--- src/rtl/keypad_pkg.sv ---
// Shared keypad definitions: scanner state encodings and a constant log2 helper
// for sizing ports and counters.
package keypad_pkg;

   typedef enum logic [1:0] {
      S_SCAN     = 2'd0,
      S_DEBOUNCE = 2'd1,
      S_PRESSED  = 2'd2
   } kp_state_e;

   // Smallest r with 2**r >= n; usable in parameter expressions.
   function automatic int clog2(input int n);
      int r;
      r = 0;
      while ((1 << r) < n) r++;
      return r;
   endfunction

endpackage

--- src/rtl/keypad_col_sync.sv ---
// Two-flop synchronizer for the asynchronous keypad column lines.
module keypad_col_sync #(
   parameter int W = 4
) (
   input  logic         clk,
   input  logic         rst,
   input  logic [W-1:0] d,
   output logic [W-1:0] q
);

   logic [W-1:0] meta_q, meta_d;
   logic [W-1:0] sync_q, sync_d;

   always_comb begin
      meta_d = d;
      sync_d = meta_q;
   end

   always_ff @(posedge clk) begin
      if (rst) begin
         meta_q <= '0;
         sync_q <= '0;
      end else begin
         meta_q <= meta_d;
         sync_q <= sync_d;
      end
   end

   assign q = sync_q;

endmodule

--- src/rtl/keypad_matrix_scanner.sv ---
// Row-scanning matrix keypad controller: one-hot row drive, column debounce,
// ghost (multi-column) rejection and registered press/release events.
module keypad_matrix_scanner
   import keypad_pkg::*;
#(
   parameter int  ROWS         = 4,
   parameter int  COLS         = 4,
   parameter int  SETTLE_CYC   = 3,
   parameter int  DEBOUNCE_CNT = 4,
   localparam int CODE_W       = clog2(ROWS * COLS)
) (
   input  logic              clk,
   input  logic              rst,
   input  logic              scan_en,
   input  logic [COLS-1:0]   col,
   output logic [ROWS-1:0]   row,
   output logic [CODE_W-1:0] key_code,
   output logic              key_valid,
   output logic              key_held,
   output logic              key_release,
   output logic              multi_key
);

   localparam int CNT_MAX = (SETTLE_CYC > DEBOUNCE_CNT) ? SETTLE_CYC : DEBOUNCE_CNT;
   localparam int CNT_W   = clog2(CNT_MAX + 1);
   localparam int ROW_W   = (clog2(ROWS) < 1) ? 1 : clog2(ROWS);

   localparam logic [CNT_W-1:0] SETTLE_LAST = CNT_W'(SETTLE_CYC);
   localparam logic [CNT_W-1:0] REL_LAST    = CNT_W'(DEBOUNCE_CNT - 1);
   // The SCAN sample that found the key is the first stable sample, so the
   // debounce state only needs DEBOUNCE_CNT-1 further matches.
   localparam logic [CNT_W-1:0] PRESS_LAST  = CNT_W'((DEBOUNCE_CNT >= 2) ? DEBOUNCE_CNT - 2 : 0);
   localparam logic [ROW_W-1:0] ROW_LAST    = ROW_W'(ROWS - 1);

   logic [COLS-1:0]   col_s;

   kp_state_e         state_q, state_d;
   logic [ROW_W-1:0]  row_idx_q, row_idx_d;
   logic [CNT_W-1:0]  settle_cnt_q, settle_cnt_d;
   logic [CNT_W-1:0]  db_cnt_q, db_cnt_d;
   logic [COLS-1:0]   cand_col_q, cand_col_d;
   logic [ROWS-1:0]   row_q, row_d;
   logic [CODE_W-1:0] key_code_q, key_code_d;
   logic              key_valid_q, key_valid_d;
   logic              key_held_q, key_held_d;
   logic              key_release_q, key_release_d;
   logic              multi_key_q, multi_key_d;

   logic              col_any, col_onehot, accept;
   logic [ROW_W-1:0]  next_row;
   logic [COLS-1:0]   accept_col;
   logic [CODE_W-1:0] accept_idx, accept_code;

   keypad_col_sync #(.W(COLS)) u_col_sync (
      .clk (clk),
      .rst (rst),
      .d   (col),
      .q   (col_s)
   );

   always_comb begin
      col_any    = |col_s;
      col_onehot = col_any && ((col_s & (col_s - COLS'(1))) == '0);
      next_row   = (row_idx_q == ROW_LAST) ? '0 : row_idx_q + ROW_W'(1);

      // With a single-sample debounce the press is accepted straight from SCAN.
      accept_col = (state_q == S_SCAN) ? col_s : cand_col_q;
      accept_idx = '0;
      for (int c = 0; c < COLS; c++) begin
         if (accept_col[c]) accept_idx = CODE_W'(c);
      end
      accept_code = CODE_W'(row_idx_q) * CODE_W'(COLS) + accept_idx;
   end

   always_comb begin
      state_d       = state_q;
      row_idx_d     = row_idx_q;
      settle_cnt_d  = settle_cnt_q;
      db_cnt_d      = db_cnt_q;
      cand_col_d    = cand_col_q;
      key_code_d    = key_code_q;
      key_held_d    = key_held_q;
      key_valid_d   = 1'b0;
      key_release_d = 1'b0;
      multi_key_d   = 1'b0;
      accept        = 1'b0;

      case (state_q)
         S_SCAN: begin
            // The sample decision is not gated by scan_en, so a freeze that
            // lands on the sample cycle still lets that decision complete.
            if (settle_cnt_q == SETTLE_LAST) begin
               settle_cnt_d = '0;
               if (col_onehot) begin
                  cand_col_d = col_s;
                  db_cnt_d   = '0;
                  if (DEBOUNCE_CNT == 1) accept = 1'b1;
                  else                   state_d = S_DEBOUNCE;
               end else begin
                  multi_key_d = col_any;
                  row_idx_d   = next_row;
               end
            end else if (scan_en) begin
               settle_cnt_d = settle_cnt_q + CNT_W'(1);
            end
         end

         S_DEBOUNCE: begin
            if (col_s == cand_col_q) begin
               if (db_cnt_q == PRESS_LAST) accept = 1'b1;
               else                        db_cnt_d = db_cnt_q + CNT_W'(1);
            end else begin
               state_d      = S_SCAN;
               settle_cnt_d = '0;
               db_cnt_d     = '0;
            end
         end

         S_PRESSED: begin
            // Any column activity on the held row restarts the release count.
            if (col_any) begin
               db_cnt_d = '0;
            end else if (db_cnt_q == REL_LAST) begin
               key_release_d = 1'b1;
               key_held_d    = 1'b0;
               db_cnt_d      = '0;
               row_idx_d     = next_row;
               settle_cnt_d  = '0;
               state_d       = S_SCAN;
            end else begin
               db_cnt_d = db_cnt_q + CNT_W'(1);
            end
         end

         default: begin
            state_d      = S_SCAN;
            settle_cnt_d = '0;
            db_cnt_d     = '0;
         end
      endcase

      if (accept) begin
         key_code_d  = accept_code;
         key_valid_d = 1'b1;
         key_held_d  = 1'b1;
         db_cnt_d    = '0;
         state_d     = S_PRESSED;
      end

      row_d = ROWS'(1) << row_idx_d;
   end

   always_ff @(posedge clk) begin
      if (rst) begin
         state_q       <= S_SCAN;
         row_idx_q     <= '0;
         settle_cnt_q  <= '0;
         db_cnt_q      <= '0;
         cand_col_q    <= '0;
         row_q         <= ROWS'(1);
         key_code_q    <= '0;
         key_valid_q   <= 1'b0;
         key_held_q    <= 1'b0;
         key_release_q <= 1'b0;
         multi_key_q   <= 1'b0;
      end else begin
         state_q       <= state_d;
         row_idx_q     <= row_idx_d;
         settle_cnt_q  <= settle_cnt_d;
         db_cnt_q      <= db_cnt_d;
         cand_col_q    <= cand_col_d;
         row_q         <= row_d;
         key_code_q    <= key_code_d;
         key_valid_q   <= key_valid_d;
         key_held_q    <= key_held_d;
         key_release_q <= key_release_d;
         multi_key_q   <= multi_key_d;
      end
   end

   assign row         = row_q;
   assign key_code    = key_code_q;
   assign key_valid   = key_valid_q;
   assign key_held    = key_held_q;
   assign key_release = key_release_q;
   assign multi_key   = multi_key_q;

endmodule

--- config.mk ---
export PLATFORM = sky130hd
export DESIGN_NAME = keypad_matrix_scanner
export DESIGN_NICKNAME = d
export VERILOG_FILES = /design/src/rtl/keypad_pkg.sv /design/src/rtl/keypad_col_sync.sv /design/src/rtl/keypad_matrix_scanner.sv
export SDC_FILE = /design/constraint.sdc
export NUM_CORES = 1
export LEC_CHECK = 0
export CELL_PAD_IN_SITES_DETAIL_PLACEMENT = 2
export CELL_PAD_IN_SITES_GLOBAL_PLACEMENT = 2
export CORE_MARGIN = 5
export CORE_UTILIZATION = 31
export CTS_CLUSTER_SIZE = 40
export DETAILED_ROUTE_END_ITERATION = 12
export PLACE_DENSITY = 0.71
export SYNTH_ARGS = -nofsm -noshare
export SYNTH_HDL_FRONTEND = slang
export SYNTH_SLANG_ARGS = --single-unit
--- constraint.sdc ---
create_clock -name clk -period 1.9 [get_ports clk]
set_clock_uncertainty 0.15 [all_clocks]
set_input_delay 0.38 -clock clk [delete_from_list [all_inputs] [get_ports clk]]
set_output_delay 0.38 -clock clk [all_outputs]
set_load 0.01 [all_outputs]
==> flow_metrics.env, run 1 <==
export IMPL_numCtsBuffers=5
export IMPL_grt_pass1_vias=1640
export IMPL_io_buffers=18
export IMPL_final_max_slew_viol_count=0
export IMPL_fin_crit_ns=1.98
export IMPL_clockRootBuffer="clkbuf_8"
export IMPL_dpl_hpwl_um=3530
export IMPL_min_from="u_col_sync.meta_q[3]$_SDFF_PP0_"
export IMPL_cts_sinks=34
export IMPL_chipWidth_um=82.6
export IMPL_antenna_found_initial=0
export IMPL_crit_chain="or4b_4, o21ai_4, nor2b_4, mux2i_1, nor2_1"
export IMPL_min_path_cells=1
export IMPL_ant_nets=0
export IMPL_grt_usage=0.169
export IMPL_synthDistinctLibCells=47
export IMPL_synthDominantCellAreaShare=0.417
export IMPL_end_kind="register"
export IMPL_cpLargestDelayFamily="simple AND/OR/NAND/NOR gates"
export IMPL_fin_nets=235
export IMPL_worstPathRequired_ns=1.92
export IMPL_slew_headroom=0.770
export IMPL_via_per_inst=4.83
export IMPL_grt_max_degree=30
export IMPL_hold_path_class="reg -> reg"
export IMPL_ioPinCount=19
export IMPL_drtIter0Drc=26
export IMPL_irDropWorstVdd_v=0.000380
export IMPL_synth_seq_area_share=0.417
export IMPL_hold_violations=0
export IMPL_synthesis_instances=168
export IMPL_fin_util=0.470
export IMPL_postSynthAreaPerCell_um2=9.72
export IMPL_post_place_ws_ns=-0.220
export IMPL_setup_ws_ns=-0.0789
export IMPL_setup_viol=13
export IMPL_fmax_mhz=505
export IMPL_reg2reg_depth=5
export IMPL_max_stage_delay_ns=0.56
export IMPL_power_mw=1.75
export IMPL_core_rowCount=26
export IMPL_syn_nets=184
export IMPL_insertion_delay_ns=0.29
export IMPL_dp_cells=273
export IMPL_hold_ws_ns=0.298
export IMPL_worstPathMaxFanout=6
export IMPL_slowest_stage="or4b_4"
export IMPL_leakage_nw=0.947
export IMPL_gp_congestion=0.781
export IMPL_clk_pin_slew_worst_paths_ns=0.07
export IMPL_reg2reg_slack_ns=-0.08
export IMPL_grt_remaining_overflow=0
export IMPL_power_density_nw_per_um2=728
export IMPL_initial_core_util=0.320
export IMPL_firstDrtPassIters=4
export IMPL_cp_start_kind="register"
export IMPL_grt_pass1_wl_um=8490
export IMPL_min_period_over_period=1.04
export IMPL_clockBufferDepth=2
export IMPL_area_growth_pct=47.0
export IMPL_cp_num_buf_inv=0
export IMPL_violations="setup timing"
export IMPL_regToRegStartpoint="u_col_sync.q[2]$_SDFF_PP0_"
export IMPL_wl_um=5130
export IMPL_worst_pin_slew_ns=0.343
export IMPL_die_area_um2=6820
export IMPL_worst_path_stages=5
export IMPL_core_um2=5110
export IMPL_synthMostInstantiatedCell="dfxtp_1"
export IMPL_synthTopCellsByArea="dfxtp_1 (42%), ha_1 (6.9%), mux2i_1 (4.9%)"
export IMPL_htree_levels=2
export IMPL_holdPathEnd="u_col_sync.q[3]$_SDFF_PP0_"
export IMPL_cts_tree="yes"
export IMPL_design_area_um2=2400
export IMPL_cp_arrival_ns=2.00
export IMPL_setup_tns_ns=-0.358
export IMPL_netlist_area_um2=1630
export IMPL_synth_edf_count=0
export IMPL_n_antenna_cell=0
export IMPL_synth_top_area_cell="dfxtp_1"
export IMPL_layout_drive_gt1_share=0.395
export IMPL_drc=0
export IMPL_critPathKind="reg -> reg"
export IMPL_outcome="finished with violations"
export IMPL_ys_top_cells_by_count="dfxtp_1 (34), nor2_1 (18), nor2b_1 (11)"
export IMPL_placed_area_um2=2050
export IMPL_synth_main_ff_cell="dfxtp_1"
export IMPL_avgRoutedWirePerCell_um=17.7
export IMPL_die_height_um=82.6
export IMPL_synth_warnings=0
export IMPL_fin_cells=290
export IMPL_rsz0062_at_grt="yes"
export IMPL_synth_seq_cells=34
export IMPL_r2r_end="cand_col_q[0]$_SDFFE_PP0P_"
export IMPL_async_reset_ff_frac=0
export IMPL_cap_violations=0
export IMPL_routed_via_count=1402
## cells in the final DEF, fill, tap and decap left out, types with 4 or more instances in the layout
master,instances
mux2i_1,7
nand2_1,8
dfxtp_1,28
buf_6,4
clkdlybuf4s50_1,18
nor2_1,16
ha_1,5
clkbuf_8,6
inv_1,9
a21oi_1,7
buf_4,31
nor2b_1,9
## worst register-to-register path: cells and delay by family (launching register included)
kind | cells | cell delay (ns)
simple gates | 3 | 0.93
compound gates | 1 | 0.12
mux | 1 | 0.28
flops | 1 | 0.38
## power breakdown
| part | internal [mW] | switching (mW) | leakage, nW | total, mW |
|---|---|---|---|---|
| logic | 0.205 | 0.221 | 0.619 | 0.426 |
| clock network | 0.292 | 0.268 | 0.0482 | 0.561 |
| registers | 0.738 | 0.0217 | 0.280 | 0.760 |
| total | 1.24 | 0.511 | 0.947 | 1.75 |
## worst max path at each step
| stage | from | end | slack (ns) |
|---|---|---|---|
| global placement | u_col_sync.q[1]$_SDFF_PP0_ | row[1]$_SDFF_PP0_ | -0.08 |
| detailed placement | u_col_sync.q[1]$_SDFF_PP0_ | row[1]$_SDFF_PP0_ | -0.22 |
| finish | u_col_sync.q[2]$_SDFF_PP0_ | cand_col_q[0]$_SDFFE_PP0P_ | -0.08 |
| floorplan | u_col_sync.q[3]$_SDFF_PP0_ | row[1]$_SDFF_PP0_ | -0.01 |
| global route | u_col_sync.q[2]$_SDFF_PP0_ | cand_col_q[0]$_SDFFE_PP0P_ | -0.17 |
| CTS | u_col_sync.q[0]$_SDFF_PP0_ | row[2]$_SDFF_PP0_ | -0.06 |
## sequential cells by signal, indices dropped and copies added (netlist names)
register,count
key_valid,1
row_idx_q,2
key_code,4
u_col_sync.q,4
cand_col_q,4
db_cnt_q,3
multi_key,1
row,4
settle_cnt_q,3
key_held,1
state_q,2
key_release,1
u_col_sync.meta_q,4
## routing by layer
| layer | up-vias | wire length (um) | GRT usage |
|---|---|---|---|
| met1 | 711 | 2040 | 0.175 |
| met5 | - | 0 | 0 |
| met2 | 14 | 2910 | 0.333 |
| li1 | 672 | - | - |
| met3 | 5 | 128 | 0.0347 |
| met4 | 0 | 53 | 0.0539 |
## repair_timing
action / 4_1_cts / 5_1_grt
gates resized for setup: 34 / 14
setup endpoints to repair: 23 / 22
pin swaps: 10 / 3
hold buffers: 0 / 0
buffers inserted: 5 / 5
## cell families (layout without fill, tap and decap cells)
kind of cell             count (synthesis)  after routing  synth area share
flip-flops                              34             34             0.417
multiplexers                             8              8            0.0490
AO/OA/AOI/OAI                           30             30             0.157
buffers and inverters                   19             71            0.0590
AND/OR/NAND/NOR                         62             62             0.216
XOR/XNOR                                 5              5            0.0268
adder cells (fa/ha/maj)                 10             10            0.0751
## final cells by class
type                            count  area [um^2]
Multi-Input combinational cell    115         1010
Clock inverter                      1         5.00
Timing Repair Buffer               54          478
Clock buffer                        7         86.3
Tap cell                           70         87.6
Fill cell                         559         2710
Inverter                            9         33.8
Sequential cell                    34          696
No activity file was read; power rests on OpenSTA's default activity.
==> run 2, diff against run 1 <==
Settings changed: ABC_AREA set to 1, CORE_UTILIZATION 31 to 28, RECOVER_POWER set to 25.
==> flow_metrics.env, run 2 <==
export IMPL_layout_drive_gt1_share=0.150
export IMPL_netlist_area_um2=1610
export IMPL_cp_arrival_ns=1.78
export IMPL_syn_nets=236
export IMPL_antenna_found_initial=0
export IMPL_ys_top_cells_by_count="nand2_1 (47), nor2_1 (38), inv_1 (35), dfxtp_1 (34), ha_1 (9)"
export IMPL_avgRoutedWirePerCell_um=13.5
export IMPL_layout_commonest_cell="nand2_1"
export IMPL_cts_resized=0
export IMPL_leakage_nw=0.915
export IMPL_end_kind="register"
export IMPL_synth_top_area_cell="dfxtp_1"
export IMPL_via_per_inst=4.46
export IMPL_drc=0
export IMPL_synthDominantCellAreaShare=0.422
export IMPL_final_max_slew_viol_count=0
export IMPL_max_stage_delay_ns=0.37
export IMPL_firstDrtPassIters=4
export IMPL_fin_crit_ns=1.74
export IMPL_clk_pin_slew_worst_paths_ns=0.07
export IMPL_critPathKind="reg -> reg"
export IMPL_synthTopCellsByArea="dfxtp_1 (42%), nand2_1 (11%), nor2_1 (8.8%)"
export IMPL_numCtsBuffers=5
export IMPL_synth_seq_area_share=0.422
export IMPL_setup_viol=0
export IMPL_final_fill_count=680
export IMPL_synthesis_instances=220
export IMPL_grt_max_degree=16
export IMPL_routed_via_count=1423
export IMPL_core_rowCount=27
export IMPL_synth_main_ff_cell="dfxtp_1"
export IMPL_irDropWorstVdd_v=0.000325
export IMPL_ioPinCount=19
export IMPL_chipWidth_um=85.9
export IMPL_initial_core_util=0.291
export IMPL_synth_seq_cells=34
export IMPL_grt_pass1_vias=1556
export IMPL_io_buffers=18
export IMPL_gp_congestion=0.754
export IMPL_synth_warnings=0
export IMPL_worst_pin_slew_ns=0.354
export IMPL_placed_area_um2=1910
export IMPL_clockRootBuffer="clkbuf_8"
export IMPL_drtIter0Drc=40
export IMPL_clockBufferDepth=2
export IMPL_ant_nets=0
export IMPL_min_period_over_period=0.914
export IMPL_async_reset_ff_frac=0
export IMPL_die_height_um=85.9
export IMPL_area_growth_pct=26.0
export IMPL_grt_pass1_wl_um=7350
export IMPL_hold_violations=0
export IMPL_synth_edf_count=0
export IMPL_crit_chain="ha_1, inv_1, nor2_2, buf_4, nand4_4, nor2_4, nor2_1, a211oi_1"
export IMPL_n_antenna_cell=0
export IMPL_outcome="completed"
export IMPL_post_cts_buffers=0
export IMPL_worstPathRequired_ns=1.94
export IMPL_cap_violations=0
export IMPL_grt_usage=0.127
export IMPL_core_um2=5540
export IMPL_design_area_um2=2030
export IMPL_fmax_mhz=576
export IMPL_cts_sinks=34
export IMPL_slowest_stage="dfxtp_1"
export IMPL_cts_tree="yes"
export IMPL_power_density_nw_per_um2=869
export IMPL_hold_path_class="reg -> reg"
export IMPL_wl_um=4300
export IMPL_final_cell_mix="nand2_1 (47), nor2_1 (36), inv_1 (35), dfxtp_1 (32), clkdlybuf4s50_1 (17)"
export IMPL_worstPathMaxFanout=8
export IMPL_hold_ws_ns=0.258
export IMPL_synthMostInstantiatedCell="nand2_1"
export IMPL_insertion_delay_ns=0.28
export IMPL_grt_remaining_overflow=0
export IMPL_dpl_hpwl_um=3360
export IMPL_cts_hold_buf=0
export IMPL_fin_cells=319
export IMPL_slew_headroom=0.763
export IMPL_htree_levels=2
export IMPL_die_area_um2=7380
export IMPL_synthDistinctLibCells=25
export IMPL_postSynthAreaPerCell_um2=7.33
export IMPL_cp_start_kind="register"
export IMPL_fin_nets=263
export IMPL_dp_cells=312
-- run 2: cell families (layout without fill, tap and decap cells) --
| logic type | after synthesis | count (layout) | synth area share |
|---|---|---|---|
| flops | 34 | 34 | 0.422 |
| compound gates | 23 | 23 | 0.0830 |
| simple gates | 112 | 112 | 0.320 |
| fa+ha+maj | 9 | 9 | 0.0698 |
| xor+xnor | 1 | 1 | 0.00543 |
| buf+inv | 41 | 68 | 0.100 |
-- run 2: final timing paths --
path | start | end | slack [ns] | depth (start not counted)
worst max-delay path | settle_cnt_q[0]$_SDFFE_PP0P_ | cand_col_q[3]$_SDFFE_PP0P_ | 0.16 | 8
worst min-delay path | u_col_sync.meta_q[1]$_SDFF_PP0_ | u_col_sync.q[1]$_SDFF_PP0_ | 0.26 | 2
worst min register to register | u_col_sync.meta_q[1]$_SDFF_PP0_ | u_col_sync.q[1]$_SDFF_PP0_ | 0.26 | 2
worst max register to register | settle_cnt_q[0]$_SDFFE_PP0P_ | cand_col_q[3]$_SDFFE_PP0P_ | 0.16 | 8
-- run 2: per-layer routing --
| metal | wire length, um | global-route usage | vias up |
|---|---|---|---|
| met2 | 2130 | 0.221 | 18 |
| li1 | - | - | 730 |
| met1 | 2010 | 0.154 | 669 |
| met3 | 102 | 0.0250 | 6 |
| met5 | 0 | 0 | - |
| met4 | 51 | 0.0475 | 0 |
-- run 2: worst max-delay path: cells and delay by family, from the launching register on --
kind / cells / cell delay [ns]
simple gates: 4 / 0.55
flops: 1 / 0.37
buf+inv: 2 / 0.22
fa+ha+maj: 1 / 0.20
compound gates: 1 / 0.17
-- run 2: metrics by stage --
step	power (mW)	setup slack [ns]	utilization	TNS (ns)
3_5_place_dp	1.11	0.0528	0.345	0
2_1_floorplan	0.996	0.368	-	0
5_1_grt	1.87	-0.000964	0.367	-0.000964
3_3_place_gp	1.10	0.0709	0.345	0
6_report	1.77	0.163	0.367	0
4_1_cts	1.79	0.0626	0.365	0
-- run 2: cell type report --
type,count,area (um^2),area share
sequential,34,683,0.336
clock buffer,6,82.6,0.0406
timing repair buffer,25,225,0.111
inverter,36,135,0.0665
tap,72,90.1,0.0443
clock inverter,1,30.0,0.0148
multi-input combinational,145,786,0.387
-- run 2: where the power goes --
group | switching (mW) | total (mW) | leakage, nW | internal, mW
sequential | 0.0296 | 0.785 | 0.277 | 0.755
clock | 0.255 | 0.675 | 0.0573 | 0.420
combinational | 0.187 | 0.306 | 0.581 | 0.119
